[src/rtl/fetch_unit.sv]
// fetch_unit: single-outstanding instruction fetch with stall/step-gated consumption and branch redirect
module fetch_unit #(
  parameter logic [31:0] RESET_PC = 32'h0000_0000,
  parameter int INSTR_W = 16
) (
  input  logic               clk,
  input  logic               reset,
  input  logic               pulse_en,
  input  logic               stall,
  input  logic               branch_taken,
  input  logic [31:0]        branch_target,
  output logic               imem_req,
  output logic [31:0]        imem_addr,
  input  logic               imem_ack,
  input  logic [INSTR_W-1:0] imem_rdata,
  output logic [31:0]        pc,
  output logic [INSTR_W-1:0] instr,
  output logic               instr_valid,
  output logic [3:0]         rsrc,
  output logic [3:0]         rdest,
  output logic [31:0]        instr_count
);
  typedef enum logic [1:0] {IDLE, REQ, VALID} state_t;
  state_t state, state_nxt;
  logic [31:0] fetch_pc;
  logic fire, consume;
  // next state: an ack only counts in REQ, a step only counts in VALID
  always_comb begin
    fire = state == REQ && imem_ack;
    consume = state == VALID && pulse_en && !stall;
    state_nxt = state == IDLE ? REQ : fire ? VALID : consume ? REQ : state;
  end
  // state register
  always_ff @(posedge clk)
    state <= reset ? IDLE : state_nxt;
  // capture returned instruction, advance or redirect fetch address, count consumed instructions
  always_ff @(posedge clk) begin
    if (reset) begin
      fetch_pc <= RESET_PC;
      pc <= '0;
      instr <= '0;
      instr_valid <= 1'b0;
      instr_count <= '0;
    end else if (fire) begin
      instr <= imem_rdata;
      pc <= fetch_pc;
      instr_valid <= 1'b1;
      fetch_pc <= fetch_pc + 32'd1;
    end else if (consume) begin
      instr_valid <= 1'b0;
      instr_count <= instr_count + 32'd1;
      fetch_pc <= branch_taken ? branch_target : fetch_pc;
    end
  end
  assign imem_req = state == REQ;
  assign imem_addr = fetch_pc;
  assign rsrc = instr[3:0];
  assign rdest = instr[11:8];
endmodule

[config.mk]
export PLATFORM = sky130hd
export DESIGN_NAME = fetch_unit
export DESIGN_NICKNAME = d
export VERILOG_FILES = /design/src/rtl/fetch_unit.sv
export SDC_FILE = /design/constraint.sdc
export NUM_CORES = 1
export LEC_CHECK = 0
export CAP_MARGIN = 20
export CORE_MARGIN = 4
export CORE_UTILIZATION = 45
export CTS_CLUSTER_SIZE = 10
export DETAILED_ROUTE_END_ITERATION = 10
export MAX_ROUTING_LAYER = met4
export PLACE_DENSITY = 0.89
export SYNTH_ARGS = -nofsm -noshare
export SYNTH_HDL_FRONTEND = slang
export SYNTH_SLANG_ARGS = --single-unit
[constraint.sdc]
create_clock -name clk -period 2.6 [get_ports clk]
set_input_delay 0.52 -clock clk [delete_from_list [all_inputs] [get_ports clk]]
set_output_delay 0.52 -clock clk [all_outputs]
set_load 0.02 [all_outputs]
==> run metrics, run 1 <==
Post-CTS Setup Repair Bufs=0; area of the multi-input gates=3020 µm²; Die W=120 µm; post-route clock skew=0.0109 ns; Residual DRC=0; Post-CTS Resized=0; layout cell share with drive strength beyond 1=8.59%; initial core utilization=46.6%; fin nets=928; Post-Place Cell Area=7610 µm²; final cell count without fillers=1,053; Worst R2R End=imem_addr[19]; drt first pass iters=5; Max FO, Critical Path=11; setup TNS=0 ns; fmax=0.435 GHz; Crit path arrival time=1.78 ns; routed via count=6,268; Layout area overhead=44.9%; Hold Path Sink=pc[7]; drt total wl=18,800 µm; CTS tree=built; Clock Path Buffers=2; CTS root buf=clkbuf_16; GRT Util Overall=26.2%; Hold Path Class=input port to register; I/O Buffers=175; P_int=3.65 mW; CTS buffer count=17; hold path depth=2; io pins=176; DIE AREA=14,500 µm²; first-pass GRT wire length=29,900 µm; worst slew pin tran=0.597 ns; synth unique cells=66; antenna viol nets, final=0; post-route cell area=8240 µm²; run status=complete, no violations; crit path from=state[0]; largest net degree at the start of global routing=82; CP Data Required Time=2.08 ns; Synth area leader=dfxtp_1; Setup-failing EPs final=0; sequential power share=38.6%; Vias/cell=5.95; grt total ovfl=0; Synth Net Count=776; Power Dens Cells=574 nW/µm²; Final WS setup=0.301 ns; Startpoint Class=register; max-cap viol count=0; placed cell count=1,021; max-slew violation count=0; H-tree lvl count=4; Diodes inserted=0; DR iter-0 viols=605; WL per Instance=17.9 µm; Final HPWL DP=12,800 µm; Clk pwr share=52.5%; Hold Buf Count CTS=0; Core ar.=12,200 µm²; Worst Reg2Reg Path Length in Cells=4; number of synthesized flops with an enable pin=0; top post-synthesis cells by area=dfxtp_1, nand2_1, a21oi_1, clkbuf_1, nand4_1; RSZ-0062 raised after global routing=false; Hold Fails Final Rpt=0; Post-Synthesis Cells=720; Leak=2.74 nW; R2R Setup Slk=0.33 ns; antenna violations before repair=0; Fillers=971; R2R Path Start=imem_addr[14]; endpoint class of the critical path=output port; relative slew slack=60.1%; Sw Pwr=1.09 mW; synthesized cell area=5690 µm²; Tmin final=2.30 ns; worst hold start=reset; Avg Cell Area, Syn=7.90 µm²; Register Area=2300 µm²; Main synth FF type=dfxtp_1; Max VDD drop=0.385 mV; pre-CTS setup slack=0.0680 ns; Worst-path clk slew=0.05 ns; worst skew pair latency=0.41 ns; count leader, synth=nand2_1; row cnt=40; Gate power share=9.0%; Synth Register Bits=115; share of flip-flops with an asynchronous set or reset=0%; period utilization=88.4%; path type of the worst setup path=register to output port; Switching Share=22.9%; count of clock tree sinks=115; Synth warnings=0; post-synthesis sequential area ratio=40.5%; vias in the first global route=5,858; top-area cell type share of the netlist area=40.5%; chip height=120 µm; RePlAce Congestion=0.942; synth cell count leaders=nand2_1, dfxtp_1, a21oi_1
-- cells by family (layout without fill, tap and decap cells) --
group / count (synthesis) / in the layout / synth area share [%]
and+or+nand+nor: 326 / 326 / 30.2
buffers and inverters: 84 / 249 / 6.53
AOI/OAI and AO/OA: 176 / 176 / 19.4
muxes: 7 / 7 / 1.39
adders and majority gates: 2 / 2 / 0.440
DFF: 115 / 115 / 40.5
xor gates and xnor gates: 10 / 10 / 1.54
-- routing by layer --
| metal | global-route usage [%] | wire length [µm] |
|---|---|---|
| met2 | 41.2 | 8960 |
| met5 | - | 0 |
| met3 | 6.78 | 1750 |
| met1 | 31.9 | 7510 |
| met4 | 11.2 | 606 |
-- per-stage QoR --
stage | utilization [%] | hold slack [ns] | total power, mW
floorplan | - | 0.535 | 2.06
global placement | 62.3 | 0.441 | 2.27
detailed placement | 62.3 | 0.446 | 2.28
CTS | 67.5 | 0.414 | 4.74
global route | 67.5 | 0.434 | 4.86
finish | 67.5 | 0.424 | 4.73
-- placed cells by master (no fill, tap or decap), types with 5 or more instances in the layout --
cell	netlist	routed
o211ai_1	6	6
and3_1	11	11
or3_1	9	9
nand2_1	125	125
a311oi_1	6	6
clkbuf_16	0	17
buf_4	12	26
a21oi_1	75	75
a31oi_1	17	17
clkbuf_8	0	6
nor4_1	15	15
inv_1	12	12
nand4_1	26	26
or4_1	18	18
clkdlybuf4s50_1	0	174
nand3_1	30	30
and2_1	6	6
nor3_1	13	13
a211oi_1	8	8
nand4b_1	5	5
o21ai_0	21	21
and4_1	11	11
nor2b_1	8	8
xor2_1	9	9
mux2_2	7	7
nor2_1	28	28
buf_12	0	5
o31ai_1	9	9
dfxtp_1	115	115
-- power by group through the flow --
stage / Sequential [mW] / Combinational, mW / Clock, mW
2_1_floorplan: 1.88 / 0.173 / 0
3_3_place_gp: 1.86 / 0.414 / 0
3_5_place_dp: 1.86 / 0.420 / 0
4_1_cts: 1.82 / 0.422 / 2.49
5_1_grt: 1.83 / 0.452 / 2.58
6_report: 1.83 / 0.425 / 2.48
-- worst max-delay path: stages, from the launching register on --
cell and delay (ns):
dfxtp_1 0.56, nor2b_1 0.18, clkdlybuf4s50_1 0.62
-- sequential cells by signal (all words and copies together), names as in the netlist --
name / count
instr: 16
instr_valid: 1
state: 2
instr_count: 32
pc: 32
imem_addr: 32
-- layout make-up --
cell class              count  area share [%]
flip-flops and latches    115            27.9
clock inverters             8            1.47
clock buffers              24            6.21
repair buffers            205            24.7
inverters                  12           0.546
well taps                 168            2.55
multi-input cells         521            36.6
-- worst max-delay path by stage --
stage	endpoint	cells past startpoint
3_3_place_gp	instr_count[17]	6
6_report	imem_req	2
2_1_floorplan	imem_addr[18]	5
5_1_grt	imem_req	2
4_1_cts	imem_addr[19]	4
3_5_place_dp	instr_count[23]	6
No activity file was read; power rests on OpenSTA's default activity.
==> run 2: changes to the inputs <==
- CAP_MARGIN: 20 -> default
- SLEW_MARGIN: default -> 15
==> results of run 2 <==
Final layout, timing and power as in run 1 (identical DEF).
==> run 3: changes to the inputs <==
- ABC_CLOCK_PERIOD_IN_PS: default -> 2600
- CORE_MARGIN: 4 -> 2
==> run 3 against run 2 <==
Against the previous run: combinational power down 2%; die area down 6.5%; via count down 1.9%; critical path depth up 3; register-to-register slack worse by 0.095 ns; global-route usage up 0.31 points; clock-buffer cell count down 2; total power down 2.5%; sequential share of layout area up 0.14 points; clock skew down 0.0016 ns; sequential power about the same; flip-flop and latch count unchanged; critical path type is now register to register; largest cell class unchanged; highest routed layer unchanged.
==> run metrics, run 3 (synthesized netlist as in run 1, its figures left out) <==
Core ar.=12,500 µm²; row cnt=41; commonest non-fill, non-tap cell in the layout=clkdlybuf4s50_1; Post-Place Cell Area=7600 µm²; worst slew pin tran=0.610 ns; drt total wl=17,500 µm; Diodes inserted=0; Residual DRC=0; drt first pass iters=8; pre-CTS setup slack=0.152 ns; antenna violations before repair=0; Final HPWL DP=12,100 µm; Fillers=1,009; io pins=176; H-tree lvl count=4; Tmin final=2.37 ns; placed cell count=1,026; grt total ovfl=0; area of the multi-input gates=3020 µm²; Die W=116 µm; antenna viol nets, final=0; CTS tree=built; max-slew violation count=0; Startpoint Class=register; period utilization=91.0%; Setup-failing EPs final=0; met2 wire length=8240 µm; run status=complete, no violations; relative slew slack=59.0%; met1 WL=7440 µm; post-route cell area=8200 µm²; Worst-path clk slew=0.05 ns; post-route clock skew=0.00930 ns; Max VDD drop=0.479 mV; largest net degree at the start of global routing=88; CTS root buf=clkbuf_16; Register Area=2300 µm²; Max FO, Critical Path=6; chip height=116 µm; commonest cells after routing, fill and taps aside=clkdlybuf4s50_1, nand2_1, dfxtp_1; vias in the first global route=5,491; Final WS setup=0.235 ns; count of clock tree sinks=115; Power Dens Cells=563 nW/µm²; max-cap viol count=0; Clock Path Buffers=2; CTS buffer count=17; RePlAce Congestion=0.962; layout cell share with drive strength beyond 1=8.58%; WL per Instance=16.6 µm; Post-CTS Setup Repair Bufs=0; Hold Buf Count CTS=0; Leak=2.72 nW; Layout area overhead=44.2%; endpoint class of the critical path=register; Hold Path Class=register to register; DIE AREA=13,600 µm²; CP Data Required Time=2.91 ns; fin nets=929; first-pass GRT wire length=27,500 µm; Vias/cell=5.81; setup TNS=0 ns; met3 WL=1470 µm; routed via count=6,148; Hold Fails Final Rpt=0; Power Total=4.62 mW; DR top layer=met4; Final Util=65.8%; DR iter-0 viols=452; Crit path arrival time=2.68 ns; I/O Buffers=175; path type of the worst setup path=register to register; fmax=0.423 GHz; final cell count without fillers=1,058; worst skew pair latency=0.42 ns; GRT Util Overall=26.5%; initial core utilization=45.6%; RSZ-0062 raised after global routing=false; WHS=0.452 ns; Post-CTS Resized=0
-- run 3: cell count changes in the layout (fill, tap and decap cells not counted) --
cell,before,now
buf_12,5,3
clkbuf_1,1,2
clkinvlp_4,1,2
buf_4,26,29
clkbuf_8,6,3
clkinv_2,3,5
clkinv_4,1,0
-- run 3: path summary, 6_finish.rpt --
check / slack, ns / depth (start not counted) / endpoint / from
worst min register to register: 0.45 / 2 / pc[13] / pc[13]
worst min-delay path: 0.45 / 2 / pc[13] / pc[13]
worst max-delay path: 0.23 / 5 / imem_addr[18] / imem_addr[0]
worst max register to register: 0.23 / 5 / imem_addr[18] / imem_addr[0]
-- run 3: worst max-delay path: stages, from the launching register on --
cell      delay (ns)
dfxtp_1         0.35
ha_1            0.26
nand4_1         0.33
or4_1           0.69
or2_2           0.32
a221oi_1        0.31
-- run 3: cell type report --
type | count | share of cell area, %
clock buffers | 22 | 5.78
clock inverters | 10 | 1.59
inverters | 12 | 0.549
multi-input cells | 521 | 36.8
flip-flops and latches | 115 | 28.1
well taps | 172 | 2.62
repair buffers | 206 | 24.6
-- run 3: routing by layer --
metal	vias to the layer above	global-route usage, %
li1	2955	-
met1	2875	32.8
met2	283	41.3
met3	35	7.37
met4	0	9.92
met5	-	-
-- run 3: report_power, final --
part	switching [mW]	leakage [nW]	internal, mW
clock network	0.802	0.296	1.57
logic	0.220	1.49	0.197
registers	0.0343	0.929	1.79
